`src/rtl/ram_dp_pipe.sv`:
```
// ram_dp_pipe: simple dual-port RAM with byte enables, a 1- or 2-stage read pipeline and a
// zero-fill sweep after reset. Define RAM_PARITY_EN to add per-byte even parity.
module ram_dp_pipe #(
  parameter int DATA_WIDTH = 32,
  parameter int ADDR_WIDTH = 4,
  parameter int DEPTH      = 16,
  parameter int RD_LATENCY = 1,
  parameter int WR_FIRST   = 1
) (
  input  logic                    clk,
  input  logic                    rst,
  input  logic                    wr_enb,
  input  logic [ADDR_WIDTH-1:0]   wr_addr,
  input  logic [DATA_WIDTH-1:0]   wr_data,
  input  logic [DATA_WIDTH/8-1:0] wr_be,
  input  logic                    rd_enb,
  input  logic [ADDR_WIDTH-1:0]   rd_addr,
`ifdef RAM_PARITY_EN
  input  logic                    wr_par_flip,
  output logic                    rd_perr,
`endif
  output logic [DATA_WIDTH-1:0]   rd_data,
  output logic                    rd_valid,
  output logic                    init_done
);

  localparam int NB = DATA_WIDTH / 8;
  localparam int IW = (DEPTH > 1) ? $clog2(DEPTH) : 1;
  localparam logic [ADDR_WIDTH-1:0] LAST = ADDR_WIDTH'(DEPTH - 1);

  typedef enum logic {INIT, RUN} state_t;

  state_t                  state_q, state_d;
  logic [ADDR_WIDTH-1:0]   cnt_q, cnt_d;

  logic [DATA_WIDTH-1:0]   mem [DEPTH];
  logic [DATA_WIDTH-1:0]   wr_new;
  logic [DATA_WIDTH-1:0]   rd_word;
  logic                    wr_accept, rd_accept;
  logic [IW-1:0]           wr_idx, rd_idx, cnt_idx;

  logic                    a_valid;
  logic [DATA_WIDTH-1:0]   a_data;

`ifdef RAM_PARITY_EN
  logic [NB-1:0]           par_mem [DEPTH];
  logic [NB-1:0]           wr_par_new;
  logic                    rd_perr_now;
  logic                    a_perr;
  logic                    out_perr;

  function automatic logic [NB-1:0] lane_par(input logic [DATA_WIDTH-1:0] w);
    logic [NB-1:0] p;
    for (int i = 0; i < NB; i++) p[i] = ^w[8*i +: 8];
    return p;
  endfunction
`endif

  assign wr_idx    = wr_addr[IW-1:0];
  assign rd_idx    = rd_addr[IW-1:0];
  assign cnt_idx   = cnt_q[IW-1:0];
  assign wr_accept = (state_q == RUN) && wr_enb && (wr_addr <= LAST);
  assign rd_accept = (state_q == RUN) && rd_enb;
  assign init_done = (state_q == RUN);

  always_ff @(posedge clk) begin
    if (rst) begin
      state_q <= INIT;
      cnt_q   <= '0;
    end else begin
      state_q <= state_d;
      cnt_q   <= cnt_d;
    end
  end

  always_comb begin
    state_d = state_q;
    cnt_d   = cnt_q;
    if (state_q == INIT) begin
      cnt_d = cnt_q + 1'b1;
      if (cnt_q == LAST) begin
        state_d = RUN;
        cnt_d   = '0;
      end
    end
  end

  // Merged write word is also what a write-first collision forwards to the read side.
  always_comb begin
    wr_new = mem[wr_idx];
    for (int i = 0; i < NB; i++)
      if (wr_be[i]) wr_new[8*i +: 8] = wr_data[8*i +: 8];
  end

  always_comb begin
    rd_word = '0;
    if (rd_addr <= LAST) begin
      rd_word = mem[rd_idx];
      if (WR_FIRST != 0 && wr_accept && wr_addr == rd_addr) rd_word = wr_new;
    end
  end

`ifdef RAM_PARITY_EN
  always_comb begin
    wr_par_new = par_mem[wr_idx];
    for (int i = 0; i < NB; i++)
      if (wr_be[i]) wr_par_new[i] = ^wr_data[8*i +: 8];
    wr_par_new[0] = wr_par_new[0] ^ wr_par_flip;
  end

  always_comb begin
    rd_perr_now = 1'b0;
    if (rd_addr <= LAST) begin
      if (WR_FIRST != 0 && wr_accept && wr_addr == rd_addr)
        rd_perr_now = |(wr_par_new ^ lane_par(rd_word));
      else
        rd_perr_now = |(par_mem[rd_idx] ^ lane_par(rd_word));
    end
  end
`endif

  // Reset blocks writes; the sweep then owns the array until it reaches DEPTH-1.
  always_ff @(posedge clk) begin
    if (!rst) begin
      if (state_q == INIT) begin
        mem[cnt_idx] <= '0;
`ifdef RAM_PARITY_EN
        par_mem[cnt_idx] <= '0;
`endif
      end else if (wr_accept) begin
        mem[wr_idx] <= wr_new;
`ifdef RAM_PARITY_EN
        par_mem[wr_idx] <= wr_par_new;
`endif
      end
    end
  end

  always_ff @(posedge clk) begin
    if (rst) begin
      a_valid <= 1'b0;
      a_data  <= '0;
    end else begin
      a_valid <= rd_accept;
      if (rd_accept) a_data <= rd_word;
    end
  end

`ifdef RAM_PARITY_EN
  always_ff @(posedge clk) begin
    if (rst)            a_perr <= 1'b0;
    else if (rd_accept) a_perr <= rd_perr_now;
  end
`endif

  generate
    if (RD_LATENCY == 2) begin : g_lat2
      logic                  b_valid;
      logic [DATA_WIDTH-1:0] b_data;

      always_ff @(posedge clk) begin
        if (rst) begin
          b_valid <= 1'b0;
          b_data  <= '0;
        end else begin
          b_valid <= a_valid;
          if (a_valid) b_data <= a_data;
        end
      end
      assign rd_valid = b_valid;
      assign rd_data  = b_data;
`ifdef RAM_PARITY_EN
      logic b_perr;
      always_ff @(posedge clk) begin
        if (rst)          b_perr <= 1'b0;
        else if (a_valid) b_perr <= a_perr;
      end
      assign out_perr = b_perr;
`endif
    end else begin : g_lat1
      assign rd_valid = a_valid;
      assign rd_data  = a_data;
`ifdef RAM_PARITY_EN
      assign out_perr = a_perr;
`endif
    end
  endgenerate

`ifdef RAM_PARITY_EN
  assign rd_perr = rd_valid & out_perr;
`endif

endmodule
```
`config.mk`:
```
export PLATFORM = sky130hd
export DESIGN_NAME = ram_dp_pipe
export DESIGN_NICKNAME = d
export VERILOG_FILES = /design/src/rtl/ram_dp_pipe.sv
export SDC_FILE = /design/constraint.sdc
export NUM_CORES = 1
export LEC_CHECK = 0
export BUFFER_PORTS_ARGS = -buffer_cell sky130_fd_sc_hd__buf_2
export CELL_PAD_IN_SITES_DETAIL_PLACEMENT = 0
export CELL_PAD_IN_SITES_GLOBAL_PLACEMENT = 2
export CORE_MARGIN = 3
export CORE_UTILIZATION = 52
export CTS_BUF_LIST = sky130_fd_sc_hd__clkbuf_8 sky130_fd_sc_hd__clkbuf_16
export DETAILED_ROUTE_END_ITERATION = 8
export PLACE_DENSITY_LB_ADDON = 0.1
export SYNTH_ARGS = -nofsm -noshare
export SYNTH_HDL_FRONTEND = slang
export SYNTH_SLANG_ARGS = --single-unit
```
`constraint.sdc`:
```
create_clock -name clk -period 9.3 [get_ports clk]
set_clock_uncertainty 0.2 [all_clocks]
set_input_delay 0.465 -clock clk [delete_from_list [all_inputs] [get_ports clk]]
set_output_delay 0.465 -clock clk [all_outputs]
set_load 0.01 [all_outputs]
```
* After elaboration in Yosys (flattened, before gate mapping)
Memory sizes are Yosys's and may differ from the RTL's. A register that Yosys moved wholly into a read port is not among the register bits. Index checks and enable logic that the tools add are counted.
Cells by class: add/subtract/negate cells 1, equal/unequal tests 1, mux-type cells 17, magnitude comparators 1, reductions and logical operators 4
Operators by type and width (number):
- $mux W32 | 1
- $mux W8 | 4
- $reduce_or A32 Y1 | 1
- $mux W1 | 10
- $mux W4 | 2
- $add A4 B1 Y4 const B | 1
- $eq A4 B4 Y1 const B | 1
- $le A4 B4 Y1 const B | 1
- $logic_and A1 B1 Y1 | 3
Storage, ports and cells: memory bits (writable) 512, word-level logic and storage cells 28, memories kept 1, bits in registers 6
Memory list:
- mem | words 16, width 32, rd ports 2, clocked after Yosys merged registers in 1, wr ports 1, RTL line 36 | logic [DATA_WIDTH-1:0] mem [DEPTH];

* Depth between registers and ports, before layout
Gate-level depths: netlist of the first run.
depth in word-level cells 8, mapped depth 9, gate-level depth less buffers 5

* Least setup slack after synthesis of the first run
OpenSTA, ideal clock, no wires.
path kind input -> register, from in wr_addr[3], to mem mem[10][0] (enable), stages 6, data required time 8.679 ns, buffers on the path 2, slack 5.937 ns, arrival 2.742 ns, setup time 0.421 ns, path through buf_2 -> buf_1 -> nand3_1 -> a21oi_1 -> nand2_1 -> nor2_1
On the way: word-level cells in the longest chain between the ends 8, elaborated cells on any way between the ends 9, those cells by class order compare (1); mux (6); reduce/logical (2)
Ends and longest elaborated chain:
- from (decl) | RTL line 13 | input logic [ADDR_WIDTH-1:0] wr_addr,
- $le A4 B4 Y1 | RTL line 62 | assign wr_accept = (state_q == RUN) && wr_enb && (wr_addr <= LAST);
- $logic_and A1 B1 Y1 | RTL line 62
- $mux W1 | RTL line 130 | end else if (wr_accept) begin
- $mux W1 | RTL line 125 | if (state_q == INIT) begin
- $mux W1 | RTL line 124 | if (!rst) begin
- $mux W1 (not written as such) | RTL line 131 | mem[wr_idx] <= wr_new;
- $reduce_or A32 Y1 (no source line)
- $mux W4 (no source line) / $mux W1 (equally long branches)
- to (decl) | RTL line 36
Parallel ways exist; a longest one is shown, timed or not.

* Worst setup path in the final report of the first run
from in rst, to mem mem[6][21] (enable)
On the way: word-level cells in the longest chain between the ends 4, elaborated cells on any way between the ends 7, those cells by class mux (6); reduce/logical (1)
Ends and longest elaborated chain:
- from (decl) | RTL line 11 | input logic rst,
- $mux W1 | RTL line 124
- $mux W1 (not written as such) | RTL line 131
- $reduce_or A32 Y1 (no source line)
- $mux W4 (no source line) / $mux W1 (equally long branches)
Parallel ways exist; a longest one is shown, timed or not.

==> metrics.md, run 1 <==
| Metric | Value |
|---|---|
| Clock root buffer | `clkbuf_16` |
| Core area | `0.04815 mm^2` |
| Die height | `roughly 230 um` |
| Seq/Total Area, Yosys | `0.6306` |
| Number of synthesized flops with an enable pin | `a little over 500` |
| Clock buffer depth | `3` |
| Worst-path clk slew | `0.06 ns` |
| Ys Warns | `0` |
| Clk pwr share | `0.417` |
| Hold Path Class | `in -> reg` |
| Antenna violations before repair | `0` |
| Clk sinks | `550` |
| Seq cells post-synth | `between 500 and 600` |
| Cell Area, Synth | `0.02559 mm^2` |
| Crit path kind | `in -> reg` |
| Yosys top cell by area | `edfxtp_1` |
| GRT Total Usage | `0.2749` |
| CP max stage delay | `between 0.6 and 0.7 ns` |
| Hold Violations, Final | `0` |
| Fin worst setup slack | `about 5.5 ns` |
| Setup Slack @ Placement | `approximately 5.3 ns` |
| Mapped Nets | `1433` |
| Max Transition Viols Final | `0` |
| Critical Path Sink Type | `flop` |
| Area grow syn2layout | `11.02%` |
| Number of vias per cell | `6.766` |
| Slowest CP cell | `buf_4` |
| Comb power frac | `0.069` |
| Post-route ant nets | `0` |
| Critical Path Start Type | `input port` |
| Die width | `227.8 um` |
| Synth area leaders | `edfxtp_1 60%, mux4_2 23%, dfxtp_1 3.0%, a21oi_1 2.0%, o221ai_2 1.8%` |
| First-pass GRT wire length | `roughly 100 mm` |
| Net Sw Frac | `0.2188` |
| Post-cts sizing count | `0` |
| CP dominant cell by count | `buf_4` |
| Power Internal | `roughly 0.0041 W` |
| CTS tree | `built` |
| DR iter-0 viols | `1388` |
| Post-synth top area share | `0.6009` |
| Slew headroom | `0.3530` |
| DR pass1 iterations | `8` |
| Leak | `a little under 10 nW` |
| Worst Path Required | `slightly above 9 ns` |
| Fin crit share | `0.4111` |
| CTS buffer count | `56` |
| Worst-path cell chain | `dlygate4sd3_1, buf_2, nand3b_1, buf_4, mux2_2, nand2_1, nor2_4, buf_4` |
| PortBufs | `between 80 and 90` |
| Top_reg_cell synth | `edfxtp_1` |
| Seq pwr share | `0.513` |
| Share of post-route cells with drive strength above 1 | `0.3609` |
| Antenna cells | `0` |
| Tmin final | `between 3 and 4 ns` |
| Htree depth | `2` |
| Drt total wl | `between 70 and 80 mm` |
| DRC | `0` |
| Hold depth | `3` |
| Status | `finished clean` |
| Post-Syn Instances | `approximately 1400` |
| Number of top-level pins | `82` |
| Async set-reset flop share out of synthesis | `0` |
| DR vias | `~15000` |
| Nets | `1492` |
| Hpwl dp | `37.79 mm` |
| Total power | `0.005280 W` |
| Starting Density | `0.5314` |
| Worst-Skew Late Latency | `around 0.60 ns` |
| Worst ir drop on vdd | `0.1921 mV` |
| Most common cell in the synthesized netlist | `edfxtp_1` |
| Die area | `~0.052 mm^2` |
| Count of final setup violators | `0` |
| Fillers | `about 3500` |
| FP Rows | `80` |
| Cell variety after synth | `37` |
| Post-route setup TNS | `0 ns` |
| Max-cap violations | `0` |
| Avg WL per Cell | `between 30 and 40 um` |
| Layout Utilization | `0.5900` |
| Congestion Overflow GR | `0` |
| Critical Path AT | `about 3.9 ns` |
| F_max | `approximately 260 MHz` |
| R2R depth | `6` |
| Unrepaired setup endpoints after global routing | `false` |
| Cell Pwr Density | `around 190 mW/mm^2` |
| Largest net degree at the start of global routing | `between 50 and 60` |
| Sw Pwr | `~0.0012 W` |
| Worst-margin pin slew | `0.9704 ns` |
| CP max FO | `47` |
| Commonest cells post-synth | `512 x edfxtp_1, 256 x mux4_2, 100 x a21oi_1` |
| Syn_area_per_cell | `18.49 um^2` |
| Final GP Congestion | `0.7824` |
| Vias in the first global route | `between 10000 and 15000` |
-- sequential cells by signal, summed over array words and instances, names as in the netlist --
name / count
mem: 512
rd_valid: 1
init_done: 1
cnt_idx: 4
rd_data: 32
-- cell type report --
| cell class | count | area (um^2) | area share |
|---|---|---|---|
| flip-flops and latches | 550 | 16140 | 0.5680 |
| multi-input cells | 713 | 8925 | 0.3142 |
| clock buffers | 58 | 1440 | 0.05070 |
| well taps | 656 | 820.8 | 0.02889 |
| repair buffers | 118 | 716.9 | 0.02524 |
| clock inverters | 45 | 352.8 | 0.01242 |
| inverters | 4 | 15.01 | 0.0005286 |
-- timing repair --
action | 4_1_cts | 5_1_grt
hold buffers | 2 | 0
setup buffers | 0 | 0
endpoints found under the hold margin | 6 | 0
-- layout by cell type, fill, tap and decap left out, types with 2 or more instances in the layout --
cell type | Yosys | layout
clkinvlp_4 | 0 | 2
clkinv_2 | 0 | 11
xnor2_1 | 2 | 2
a31oi_1 | 7 | 7
o221ai_1 | 2 | 2
buf_6 | 15 | 2
buf_2 | 27 | 75
o22ai_1 | 32 | 32
a21oi_1 | 100 | 99
nand2b_1 | 4 | 3
or2_2 | 2 | 2
o221ai_2 | 30 | 30
clkbuf_8 | 0 | 2
clkbuf_16 | 0 | 57
edfxtp_1 | 512 | 512
mux2_2 | 33 | 33
bufinv_16 | 0 | 6
nand2_1 | 98 | 98
mux2i_1 | 36 | 36
mux4_2 | 256 | 256
a211oi_1 | 32 | 32
dlygate4sd3_1 | 0 | 2
buf_4 | 16 | 38
inv_1 | 4 | 14
clkinv_1 | 0 | 14
xor2_1 | 5 | 5
nor2_4 | 0 | 16
dfxtp_1 | 38 | 38
nor2_1 | 60 | 44
-- path summary, 6_finish.rpt --
check         startpoint          end  slack, ns
max                  rst   mem[6][21]       5.48
min          wr_data[11]  rd_data[11]       0.03
max reg2reg    init_done   mem[6][21]       5.62
min reg2reg  rd_data[11]  rd_data[11]       0.26
-- critical path, delay by kind of cell --
kind / cells / cell delay [ns]
buffers and inverters: 4 / 2.02
AND/OR/NAND/NOR: 3 / 1.02
multiplexers: 1 / 0.31
-- metal layers --
metal  GRT usage  up-vias  wire [um]
met4     0.07546        0       1707
met2      0.4567      722      35380
met1      0.3783     7731      27750
li1            -     5935          -
met3     0.05190      118       5708
met5           0        -          0
-- kinds of logic after synthesis --
logic type | Yosys count | share of synthesized area
AOI/OAI and AO/OA | 209 | 0.05980
xor gates and xnor gates | 7 | 0.002396
adders and majority gates | 1 | 0.0004889
buffers and inverters | 121 | 0.02582
DFF | 550 | 0.6306
muxes | 325 | 0.2539
and+or+nand+nor | 171 | 0.02694
-- power groups by stage --
stage	sequential [W]	combinational (W)	clock, W
2_1_floorplan	0.00276	0.000262	0
3_3_place_gp	0.00276	0.000364	0
3_5_place_dp	0.00276	0.000364	0
4_1_cts	0.00271	0.000366	0.00223
5_1_grt	0.00271	0.000388	0.00234
6_report	0.00271	0.000365	0.00220
-- through the flow --
step	area, um^2	hold WS [ns]	instances
after global routing	28410	0.03716	2144
after CTS	28410	0.0003648	2144
final	28410	0.02531	2144
after global placement	26590	0.2475	2039
after detailed placement	26590	0.2463	2039
after floorplan	25590	0.3027	1384
Note: power is estimated with default switching activity, not from simulation.
==> run 2: changes to the inputs <==
ABC_AREA = 1   (was unset)
CORE_UTILIZATION = 39   (was 52)
clock period = 3.9 ns   (was 9.3 ns; I/O delays follow)
==> run 2 against run 1 <==
The run now ends with hold timing left. Critical endpoint is now mem[8][16]. Largest power group unchanged. Worst hold slack worse by 0.025 ns. Sequential power up 140%. Wire length grew 51%. Final cell count increased by 110%. Combinational power grew to 3.5 times the previous value. Synthesized cell count grew to 2.5 times the previous value. Global-route usage is 0.25 points lower. Register-to-register slack lost 4.5 ns. Highest routed layer unchanged. Worst setup slack worse by 4.4 ns.
==> metrics.md, run 2 <==
| Metric | Value |
|---|---|
| Status | `finished with violations` |
| Violated checks | `hold timing` |
| CTS buffer count | `67` |
| FF-to-FF Start | `init_done` |
| Starting Density | `0.3940` |
| Clk pwr share | `0.443` |
| Unrepaired setup endpoints after global routing | `false` |
| Total power | `roughly 0.014 W` |
| M2 GR Usage | `0.4603` |
| Number of vias per cell | `roughly 5.5` |
| Commonest cells after routing, fill and taps aside | `1586 x nand2_1, 579 x nand3_1, 512 x edfxtp_1, 213 x inv_1, 102 x nor2_1` |
| Post-route setup TNS | `0 ns` |
| Slew headroom | `0.3432` |
| Worst-path clk slew | `roughly 0.060 ns` |
| Max-cap violations | `0` |
| Fillers | `between 7000 and 8000` |
| Setup Slack @ Placement | `roughly 0.94 ns` |
| Sw Pwr | `0.003448 W` |
| Comb power frac | `0.092` |
| Yosys top cell by area | `edfxtp_1` |
| GRT Total Usage | `0.2724` |
| Seq pwr share | `0.465` |
| Worst ir drop on vdd | `between 0.3 and 0.4 mV` |
| R2R depth | `7` |
| Worst Path Required | `between 3 and 4 ns` |
| Die height | `roughly 280 um` |
| Worst-margin pin slew | `around 1 ns` |
| Count of final setup violators | `0` |
| Clock buffer depth | `3` |
| Postcts setup bufs | `0` |
| Area grow syn2layout | `13.54%` |
| Seq/Total Area, Yosys | `0.5603` |
| CP max FO | `14` |
| Core area | `between 0.07 and 0.08 mm^2` |
| Drt total wl | `~110 mm` |
| Cell Area, Synth | `between 0.02 and 0.03 mm^2` |
| Antenna violations before repair | `0` |
| Hold depth | `7` |
| Post-cts sizing count | `0` |
| Routing usage on met3 | `0.03089` |
| Die area | `~0.077 mm^2` |
| Largest net degree at the start of global routing | `140` |
| Area taken by multi-input logic gates | `approximately 0.011 mm^2` |
| GR peak layer | `met2` |
| Power Internal | `between 0.01 and 0.015 W` |
| Largest reg by FF count | `mem` |
| DR iter-0 viols | `between 2000 and 2500` |
| Seq cells post-synth | `550` |
| Worst-Skew Late Latency | `roughly 0.60 ns` |
| Max Transition Viols Final | `0` |
| Final Hold Slack | `-0.00002454 ns` |
| Commonest cells post-synth | `1587 x nand2_1, 579 x nand3_1, 512 x edfxtp_1` |
| Number of top-level pins | `82` |
| Met1 usage in global routing | `0.3632` |
| DR pass1 iterations | `5` |
| Htree depth | `3` |
| Worst hold start | `wr_data[8]` |
| Mapped Nets | `about 3500` |
| Critical Path Start Type | `flop` |
| Crit path kind | `reg -> reg` |
| Leak | `roughly 14 nW` |
| Ys Warns | `0` |
| F_max | `about 360 MHz` |
| Die width | `277.7 um` |
| Cell Pwr Density | `roughly 430 mW/mm^2` |
| Hold Violations, Final | `1` |
| PortBufs | `81` |
| Number of synthesized flops with an enable pin | `slightly above 500` |
| Top_reg_cell synth | `edfxtp_1` |
| Final GP Congestion | `between 0.8 and 0.9` |
| CTS tree | `built` |
| Crit path launch | `init_done` |
| Hold Path Class | `in -> reg` |
| Area occupied by registers | `around 0.016 mm^2` |
| Fin area | `between 0.03 and 0.04 mm^2` |
| Net Sw Frac | `0.2481` |
| Share of post-route cells with drive strength above 1 | `0.09652` |
| Max FFs per register | `~510` |
| Vias in the first global route | `roughly 24000` |
| Critical Path AT | `about 2.9 ns` |
| Post-route ant nets | `0` |
| Synth area leaders | `edfxtp_1 53%, nand2_1 21%, nand3_1 10%, dfxtp_1 2.6%, inv_1 2.6%` |
| Tmin final | `2.810 ns` |
| Commonest non-fill, non-tap cell in the layout | `nand2_1` |
| Clock root buffer | `clkbuf_16` |
| Critical Path Sink Type | `flop` |
| Nets | `between 3000 and 4000` |
| Avg WL per Cell | `about 24 um` |
| Most common cell in the synthesized netlist | `nand2_1` |
| Cell variety after synth | `24` |
| Async set-reset flop share out of synthesis | `0` |
| Hpwl dp | `55.03 mm` |
| Fin crit share | `0.7205` |
| DR vias | `~25000` |
| Post-Syn Instances | `~3500` |
| First-pass GRT wire length | `roughly 160 mm` |
| FP Rows | `99` |
| Hold-fix buffers at CTS | `25` |
| Fin worst setup slack | `~1.1 ns` |
| Placed Area | `0.03029 mm^2` |
| Antenna cells | `0` |
| Clk sinks | `550` |
| Syn_area_per_cell | `just over 8 um^2` |
| Post-synth top area share | `0.5339` |
| Congestion Overflow GR | `0` |
| DRC | `0` |
## run 2: cell types whose count changed after synthesis, sizes merged, moves of 61 or more
| cell | previous run | this run |
|---|---|---|
| o211ai | 0 | 79 |
| buf | 66 | 177 |
| nor2 | 60 | 121 |
| inv | 4 | 203 |
| mux4 | 256 | 0 |
| nand3 | 1 | 581 |
| nand2 | 98 | 1589 |
## run 2: worst paths after layout
check / end / slack, ns
setup / recovery: mem[8][16] / 1.09
hold / removal: rd_data[8] / -0.00002
setup reg to reg: mem[8][16] / 1.09
hold reg to reg: rd_data[31] / 0.27
## run 2: power by group through the flow
stage / clock network, W / registers (W) / logic (W)
global placement: 0 / 0.00658 / 0.00125
finish: 0.00616 / 0.00646 / 0.00128
detailed placement: 0 / 0.00658 / 0.00125
global route: 0.00652 / 0.00646 / 0.00139
floorplan: 0 / 0.00658 / 0.000773
CTS: 0.00628 / 0.00646 / 0.00128
## run 2: layer usage
| metal | vias to the layer above | routed length [um] | share of wire |
|---|---|---|---|
| met5 | - | 0 | 0 |
| met4 | 0 | 3617 | 0.034 |
| met3 | 203 | 6067 | 0.057 |
| met2 | 874 | 50740 | 0.48 |
| met1 | 12040 | 45820 | 0.43 |
| li1 | 11490 | - | - |
## run 2: cell type report
| type | count | area share |
|---|---|---|
| Multi-Input combinational cell | 2484 | 0.3334 |
| Clock buffer | 75 | 0.05602 |
| Clock inverter | 44 | 0.009949 |
| Sequential cell | 550 | 0.4935 |
| Inverter | 203 | 0.02399 |
| Tap cell | 959 | 0.03670 |
| Timing Repair Buffer | 177 | 0.04642 |
## run 2: critical path, cell delays in order (launching register included)
cell and delay, ns:
dfxtp_1 0.57, nand2_2 0.11, a21oi_1 0.32, inv_1 0.08, nor2_1 0.15, nand2_1 0.24, nor2_4 0.55, buf_12 0.27
## run 2: kinds of logic (layout without fill, tap and decap cells)
logic type,after synthesis,in the layout,synth area share
adder cells (fa/ha/maj),1,1,0.0004344
AND/OR/NAND/NOR,2294,2294,0.3260
buffers and inverters,438,499,0.06556
flip-flops,550,550,0.5603
AO/OA/AOI/OAI,189,189,0.04771
## run 2: metrics by stage
step           std cells  hold slack (ns)    util
2_1_floorplan       3472           0.1689       -
3_3_place_gp        4348           0.2492  0.4145
3_5_place_dp        4348           0.2611  0.4145
4_1_cts             4492         0.002574  0.4474
5_1_grt             4492          0.04637  0.4474
6_report            4492      -0.00002454  0.4474
